## config.mk

```make
export PLATFORM = sky130hd
export DESIGN_NAME = neureka_streamout_sequencer
export DESIGN_NICKNAME = d
export VERILOG_FILES = /design/src/rtl/neureka_streamout_sequencer.sv
export SDC_FILE = /design/constraint.sdc
export NUM_CORES = 1
export LEC_CHECK = 0
export ABC_AREA = 1
export CAP_MARGIN = 20
export CORE_UTILIZATION = 46
export CTS_CLUSTER_DIAMETER = 120
export CTS_CLUSTER_SIZE = 16
export DETAILED_ROUTE_END_ITERATION = 10
export MAX_ROUTING_LAYER = met4
export PLACE_DENSITY = 0.86
export SLEW_MARGIN = 30
export SYNTH_ARGS = -nofsm -noshare
export SYNTH_HDL_FRONTEND = slang
export SYNTH_SLANG_ARGS = --single-unit
```

## constraint.sdc

```tcl
create_clock -name clk_i -period 2.26 [get_ports clk_i]
set_input_delay 0.339 -clock clk_i [delete_from_list [all_inputs] [get_ports clk_i]]
set_output_delay 0.339 -clock clk_i [all_outputs]
set_load 0.1 [all_outputs]
```

## src/rtl/neureka_streamout_sequencer.sv

```systemverilog
// Streamout sequencer: walks the active PE accumulators in ascending index
// order and holds each one's streamout enable for a programmed number of
// store_out beats. Outputs are decoded from registered state only.
module neureka_streamout_sequencer #(
  parameter int NR_PE      = 36,
  parameter int BEAT_CNT_W = 8,
  parameter int SEL_W      = $clog2(NR_PE)
) (
  input  logic                  clk_i,
  input  logic                  rst_i,
  input  logic                  clear_i,
  input  logic                  start_i,
  input  logic [NR_PE-1:0]      pe_mask_i,
  input  logic [BEAT_CNT_W-1:0] nb_beats_i,
  input  logic                  beat_valid_i,
  input  logic                  beat_ready_i,
  output logic [NR_PE-1:0]      enable_accumulator_o,
  output logic [SEL_W-1:0]      pe_sel_o,
  output logic                  sel_valid_o,
  output logic                  busy_o,
  output logic                  done_o
);

  typedef enum logic [1:0] {IDLE, STREAM, DONE} state_e;

  state_e                state;
  logic [NR_PE-1:0]      rem_mask;
  logic [BEAT_CNT_W-1:0] beats;
  logic [BEAT_CNT_W-1:0] beat_cnt;
  logic [SEL_W-1:0]      pe_sel;

  logic [NR_PE-1:0]      sel_onehot;
  logic [NR_PE-1:0]      nxt_mask;
  logic                  beat;
  logic                  last_beat;

  // Lowest set bit wins; scanning downward lets the lowest index overwrite.
  function automatic logic [SEL_W-1:0] lowest_idx(input logic [NR_PE-1:0] m);
    logic [SEL_W-1:0] idx;
    idx = '0;
    for (int i = NR_PE-1; i >= 0; i--)
      if (m[i]) idx = SEL_W'(i);
    return idx;
  endfunction

  // One-hot decode of the registered PE select, one comparator per PE.
  for (genvar i = 0; i < NR_PE; i++) begin : g_onehot
    assign sel_onehot[i] = (pe_sel == SEL_W'(i));
  end

  assign beat      = beat_valid_i & beat_ready_i;
  assign last_beat = (beat_cnt == beats - BEAT_CNT_W'(1));
  assign nxt_mask  = rem_mask & ~sel_onehot;

  // Sequencer FSM: start/degenerate-start, per-PE beat counting, PE hand-off.
  always_ff @(posedge clk_i) begin
    if (rst_i || clear_i) begin
      state    <= IDLE;
      rem_mask <= '0;
      beats    <= '0;
      beat_cnt <= '0;
      pe_sel   <= '0;
    end else begin
      case (state)
        IDLE: begin
          if (start_i) begin
            if (pe_mask_i == '0 || nb_beats_i == '0) begin
              state <= DONE;
            end else begin
              state    <= STREAM;
              rem_mask <= pe_mask_i;
              beats    <= nb_beats_i;
              beat_cnt <= '0;
              pe_sel   <= lowest_idx(pe_mask_i);
            end
          end
        end
        STREAM: begin
          if (beat) begin
            if (last_beat) begin
              // Hand off straight to the next PE, no bubble cycle.
              if (nxt_mask != '0) begin
                rem_mask <= nxt_mask;
                pe_sel   <= lowest_idx(nxt_mask);
                beat_cnt <= '0;
              end else begin
                state <= DONE;
              end
            end else begin
              beat_cnt <= beat_cnt + BEAT_CNT_W'(1);
            end
          end
        end
        DONE:    state <= IDLE;
        default: state <= IDLE;
      endcase
    end
  end

  assign enable_accumulator_o = (state == STREAM) ? sel_onehot : '0;
  assign pe_sel_o             = pe_sel;
  assign sel_valid_o          = (state == STREAM);
  assign busy_o               = (state != IDLE);
  assign done_o               = (state == DONE);

endmodule

```

==> results.tsv, run 1 <==
metric	value	unit
outcome	aborted with a tool error	
failing step	global routing	
Log Error	[ERROR GRT-0232] Routing congestion too high. Check the congestion heatmap in the GUI.	
leading area contributor after synthesis	dfxtp_1	
EDFF count, synth	0	
Syn Area/Cell	5.88	um2
# hold bufs at CTS	0	
Compound-Gate Fraction of Synth Area	0.202	
GPL Wtd Cong	0.986	
Starting Density	0.481	
part of the Yosys area used for sequential elements	0.284	
largest net degree at the start of global routing	47	
count of cell types in the netlist	38	
I/O Pins	95	
Inserted Clock Buffers	9	
clk sink count	60	
cell area after synthesis	0.00423	mm2
Overflow after GRT	297	
top cell type's share of synthesized area	0.284	
synthesized flop and latch total	60	
Post-Synth Simple-Gate Area	0.394	
Root Buffer	clkbuf_8	
half-perimeter wire length after placement	13700	um
Top FF cell, synth	dfxtp_1	
GR Util All Layers	0.904	
CTS Buffer Depth	2	
Net Count, Synth	772	
top post-synthesis cells by area	dfxtp_1, nand2_1, nor2_1	
largest family of logic cells by synthesized area	simple AND/OR/NAND/NOR gates	
adder-cell share of the synthesized area	0.00591	
xor and xnor area share after synthesis	0.0228	
post-synthesis mux area share	0	
die height	97.9	um
number of cell rows	34	
H-tree depth	3	
asr flop ratio synth	0	
synth warn	0	
die span in x	97.9	um
buffers added on ports	94	
Cells after Synth	720	
layer usage:
metal	global-route usage	overflow
met5	-	-
met2	1.07	204
met3	0.684	3
met1	0.865	2
met4	1.01	88
logic make-up after synthesis:
family / count (synthesis)
and+or+nand+nor: 396
DFF: 60
AOI/OAI and AO/OA: 160
buffers and inverters: 91
xor gates and xnor gates: 11
adders and majority gates: 2
timing repair:
item | in CTS
pin swaps | 38
setup buffers | 39
setup endpoints to repair | 52
cloned | 2
resized for setup | 103
per-stage QoR:
step,cells,TNS (ns),utilization,cell area (um2),worst slack (ns)
2_1_floorplan,720,-15.68,-,4610,-0.377
3_3_place_gp,1075,-25.98,0.824,7260,-0.693
3_5_place_dp,1075,-31.99,0.824,7260,-0.791
4_1_cts,1130,-22.65,0.924,8140,-0.819
synth_stat cells, types with 8 or more instances:
master	count
dfxtp_1	60
nand3_1	37
nand2_2	8
o21ai_0	50
a21oi_1	86
inv_2	8
nand2_1	174
clkbuf_1	18
nor2_1	142
inv_1	53
==> inputs of run 2 (changes only) <==
--- a/config.mk
+++ b/config.mk
@@ -7,12 +7,9 @@
 export LEC_CHECK = 0
 export ABC_AREA = 1
 export CAP_MARGIN = 20
-export CORE_UTILIZATION = 46
-export CTS_CLUSTER_DIAMETER = 120
-export CTS_CLUSTER_SIZE = 16
+export CORE_UTILIZATION = 40
 export DETAILED_ROUTE_END_ITERATION = 10
-export MAX_ROUTING_LAYER = met4
-export PLACE_DENSITY = 0.86
+export PLACE_DENSITY_LB_ADDON = 0.15
 export SLEW_MARGIN = 30
 export SYNTH_ARGS = -nofsm -noshare
 export SYNTH_HDL_FRONTEND = slang
==> constraint.sdc (replaced) <==
create_clock -name clk_i -period 2.95 [get_ports clk_i]
set_input_delay 0.4425 -clock clk_i [delete_from_list [all_inputs] [get_ports clk_i]]
set_output_delay 0.4425 -clock clk_i [all_outputs]
set_load 0.1 [all_outputs]
==> results.tsv, run 2 <==
metric	value	unit	change
largest net degree at the start of global routing	53		
number of cell rows	37		was 34
Clk Latency, worst-skew pair	0.35	ns	
sequential power share	0.358		
outcome	complete, no violations		was aborted with a tool error
CTS tree	yes		
number of global-route vias before repair	4907		
Core Box Area	0.0103	mm2	
top post-synthesis cells by area	dfxtp_1, nand2_1, nor2_1		unchanged
GR Util All Layers	0.259		
CP required	3.19	ns	
first-pass GRT wire length	22900	um	
buffers added on ports	94		unchanged
cell area after synthesis	0.00423	mm2	unchanged
die span in x	105	um	was 97.9 um
CP cell instances	inv_1, nor2_4, buf_12, buf_4, nand3_1, nand2_1, nand2_1, nor2_1, nand2_1, nor2_2, nand3_1, clkinv_1, nand3_1, nand2_1, inv_2, nand2_4, inv_2, buf_12, o21ai_0, a21oi_1		
Top FF cell, synth	dfxtp_1		unchanged
Max-slew headroom	0.702		
WL/cell	14.2	um	
Worst Reg-to-Reg Cells	20		
DRC Markers	0		
die height	105	um	was 97.9 um
Nets	887		
ANT cells	0		
GPL Wtd Cong	0.878		was 0.986
most frequent cells in the layout	nand2_1, nor2_1, a21oi_1		
Final min period	2.90	ns	
Syn Area/Cell	5.88	um2	unchanged
f_max	345	MHz	
PwrDens	394	mW/mm2	
Final ANT Viol Nets	0		
placed cell areas	0.00590	mm2	was 0.00726 mm2
Worst-path clk slew	0.08	ns	
top cell type's share of synthesized area	0.284		unchanged
initial antenna violation count	0		
# setup viols final	0		
CP endpoint	rem_mask[23]$_SDFFE_PP0P_		
Worst VDD drop	0.000194	V	
asr flop ratio synth	0		unchanged
R2R Path Start	pe_sel_o[4]$_SDFFE_PP0P_		
number of max-cap violations	0		
CP max stage cell	dfxtp_4		
Hold Vio Cnt, Final	0		
Switching Share	0.342		
Hold/Removal Path Class	reg -> reg		
CTS Buffer Depth	2		unchanged
leading area contributor after synthesis	dfxtp_1		unchanged
delay of the slowest critical-path stage	0.40	ns	
RSZ-0062 raised after global routing	true		
# hold bufs at CTS	0		unchanged
count of cell types in the netlist	38		unchanged
worst r2r dst	rem_mask[23]$_SDFFE_PP0P_		
layout cells sized above 1	0.214		
CP Launch Type	flip-flop		
internal power	1.62	mW	
Root Buffer	clkbuf_8		unchanged
Iter 0 DRT Violations	358		
crit path DAT	3.14	ns	
vias per std cell	5.24		
min-delay src	rem_mask[0]$_SDFFE_PP0P_		
Starting Density	0.412		was 0.481
Max Clock Skew	0.0118	ns	
Period Utilization, post-route	0.983		
WL final	13900	um	
H-tree depth	3		unchanged
Worst setup EP type	flip-flop		
half-perimeter wire length after placement	10700	um	was 13,700 um
EDFF count, synth	0		unchanged
Worst setup startpoint	pe_sel_o[4]$_SDFFE_PP0P_		
Net Switching	0.841	mW	
Inserted Clock Buffers	9		unchanged
Design Area, Final	0.00625	mm2	
Crit path top cell by count	nand2_1		
Logic pwr share	0.294		
Largest register FFs	36		
Cells after Synth	720		unchanged
Layout area overhead	47.7	%	
synth warn	0		unchanged
I/O Pins	95		unchanged
clk sink count	60		unchanged
biggest regs	rem_mask x36, beat_cnt x8, beats x8		
clock share of power	0.348		
Setup CP Type	reg -> reg		
Net Count, Synth	772		unchanged
worst-margin pin slew	0.445	ns	
leakage power	2.64	nW	
Overflow after GRT	0		
setup_tns	0	ns	
Biggest register	rem_mask		
reg2reg setup slack	0.05	ns	
synthesized flop and latch total	60		unchanged
most frequent cell after synthesis	nand2_1		unchanged
Post-synth top cells	nand2_1, nor2_1, a21oi_1		unchanged
DR vias	5117		
most common cell after layout, fill and taps aside	nand2_1		
CP Max Fanout	34		
max-slew violations	0		
part of the Yosys area used for sequential elements	0.284		unchanged
drt first pass iters	5		
die area	0.0110	mm2	
==> run 2: power groups by stage <==
stage	Combinational (mW)	Sequential, mW	Clock [mW]
final	0.723	0.882	0.858
after global routing	0.798	0.886	0.904
after CTS	0.702	0.882	0.867
after detailed placement	0.699	0.900	0
after global placement	0.686	0.898	0
after floorplan	0.437	0.924	0
==> run 2: how the worst min path moves through the flow <==
stage | cells past startpoint | slack, ns | to
2_1_floorplan | 2 | 0.44 | rem_mask[0]$_SDFFE_PP0P_
3_3_place_gp | 2 | 0.46 | rem_mask[0]$_SDFFE_PP0P_
3_5_place_dp | 2 | 0.46 | rem_mask[0]$_SDFFE_PP0P_
4_1_cts | 2 | 0.47 | rem_mask[0]$_SDFFE_PP0P_
5_1_grt | 2 | 0.50 | rem_mask[0]$_SDFFE_PP0P_
6_report | 2 | 0.47 | rem_mask[0]$_SDFFE_PP0P_
==> run 2: critical path, delay by kind of cell (launching register included) <==
kind	cells	cell delay [ns]
AO/OA/AOI/OAI	2	0.24
AND/OR/NAND/NOR	11	1.34
buffers and inverters	7	0.79
flip-flops	1	0.40
==> run 2: metrics by stage <==
| stage | power (mW) | util | instances | worst slack, ns | hold WS, ns |
|---|---|---|---|---|---|
| floorplan | 1.36 | - | 720 | 0.00410 | 0.444 |
| global placement | 1.58 | 0.575 | 952 | -0.138 | 0.455 |
| detailed placement | 1.60 | 0.575 | 952 | -0.193 | 0.463 |
| CTS | 2.45 | 0.596 | 968 | 0.0680 | 0.474 |
| global route | 2.59 | 0.608 | 976 | -0.276 | 0.503 |
| finish | 2.46 | 0.608 | 976 | 0.0498 | 0.470 |
==> run 2: layout make-up <==
type,instances,area (um2)
inverter,63,245
clock buffer,12,145
timing repair buffer,132,1610
multi-input combinational,569,2790
tap,136,170
sequential,60,1220
clock inverter,4,72.6
fill,976,4030
==> run 2: cells by family after synthesis <==
family | count (synthesis) | synth area share
XOR/XNOR | 11 | 0.0228
adder cells (fa/ha/maj) | 2 | 0.00591
AO/OA/AOI/OAI | 160 | 0.202
AND/OR/NAND/NOR | 396 | 0.394
flip-flops | 60 | 0.284
buffers and inverters | 91 | 0.0913
==> run 2: timing repair <==
| item | in CTS | in global routing |
|---|---|---|
| gates resized for setup | 0 | 18 |
| buffers inserted | 0 | 8 |
| endpoints found under the setup margin | 0 | 39 |
==> run 2: layer usage <==
metal / up-vias / GRT usage / part of all wire
met5: - / 0 / 0
met4: 0 / 0.0895 / 0.019
met3: 24 / 0.0474 / 0.065
met2: 184 / 0.431 / 0.47
met1: 2330 / 0.334 / 0.45
li1: 2579 / - / -
Note: power is estimated with default switching activity, not from simulation.
==> patch (flow settings as in run 2) <==
Set the parameter `BEAT_CNT_W` to 7 (it was 8).
--- a/src/rtl/neureka_streamout_sequencer.sv
+++ b/src/rtl/neureka_streamout_sequencer.sv
@@ -4,5 +4,5 @@
 module neureka_streamout_sequencer #(
   parameter int NR_PE      = 36,
-  parameter int BEAT_CNT_W = 8,
+  parameter int BEAT_CNT_W = 7,
   parameter int SEL_W      = $clog2(NR_PE)
 ) (
Ports: changed (resized nb_beats_i); port bits go from 95 to 94. The function was not compared with the original's and may differ.
==> patch against run 2 <==
Cell area rose by 4.9%. Wire length increased by 4.4%. Area after synthesis shrank 2.3%. Power is 1.7% higher. Synthesized cell count fell by 2.4%. Clock power fell by 2.3%. Worst setup slack improved by 18 ps. Hold slack improved by 20 ps. Via count increased by 0.80%. Cell count rose by 1.7%. Global-route usage is 0.76 points higher. Sequential cell count is 2 lower. Die area down 2.3%. Critical endpoint is now pe_sel_o[0]. Highest routed layer unchanged.
==> patch: results (changes against run 2) <==
- #MultiIn Comb: 552 (was 569)
- Share of layout cells above drive strength 1: 0.305 (was 0.214)
- Final core utilization: 0.662 (was 0.608)
- Vias in the first global route: 4,864 (was 4,907)
- Worst Path Arrival: 3110 ps (was 3140 ps)
- Cell count after placement: 964 (was 952)
- Int Pwr: 1.64 mW (was 1.62 mW)
- Post-synth top cells: nand2_1, nor2_1, a21oi_1 (unchanged)
- Met1 WL: 6420 um (was 6230 um)
- GR Util All Layers: 0.266 (was 0.259)
- Iteration-0 DRC count of the detailed router: 292 (was 358)
- # fillers: 892 (was 976)
- FF/Latch Area: 1180 sq um (was 1220 sq um)
- Clock Skews: 8.10 ps (was 11.8 ps)
- First-pass GRT wire length: 23,000 um (was 22,900 um)
- Routability congestion estimate: 0.952 (was 0.878)
- R2r startpoint: pe_sel_o[1] (was pe_sel_o[4])
- Post-CTS Resized: 3 (was 0)
- Met2 Wirelength: 6920 um (was 6480 um)
- P_clk: 838 uW (was 858 uW)
- Largest net degree at the start of global routing: 56 (was 53)
- Final Cycle Share: 0.977 (was 0.983)
- Peak supply drop: 0.000215 V (was 0.000194 V)
- Switch Pwr: 865 uW (was 841 uW)
- Largest registers: rem_mask: 36 flops, beat_cnt: 7 flops, beats: 7 flops (was rem_mask: 36 flops, beat_cnt: 8 flops, beats: 8 flops)
- Non-clock buffer share: 0.288 (was 0.258)
- Hpwl dp: 11,200 um (was 10,700 um)
- Status: finished, final reports clean (unchanged)
==> patch: critical path: cells and delay by family (launching register included) <==
family          cells  cell delay [ps]
compound gates      1               50
flops               1              360
simple gates       38             2260
buf+inv             1               80
==> patch: cells by family after synthesis <==
family	synth area share
simple gates	0.388
compound gates	0.205
buf+inv	0.0971
flops	0.281
xor+xnor	0.0233
fa+ha+maj	0.00605
==> patch: worst paths after layout <==
| kind | slack (ps) | cells after the start | endpoint |
|---|---|---|---|
| setup / recovery | 70 | 40 | pe_sel_o[0] |
| hold / removal | 490 | 2 | beats[6] |
| setup reg to reg | 70 | 40 | pe_sel_o[0] |
| hold reg to reg | 490 | 2 | beats[6] |
==> patch: per-layer routing <==
layer / vias up / track usage
met1: 2343 / 0.336
met2: 177 / 0.461
met3: 35 / 0.0453
li1: 2603 / -
met4: 0 / 0.0847
met5: - / 0
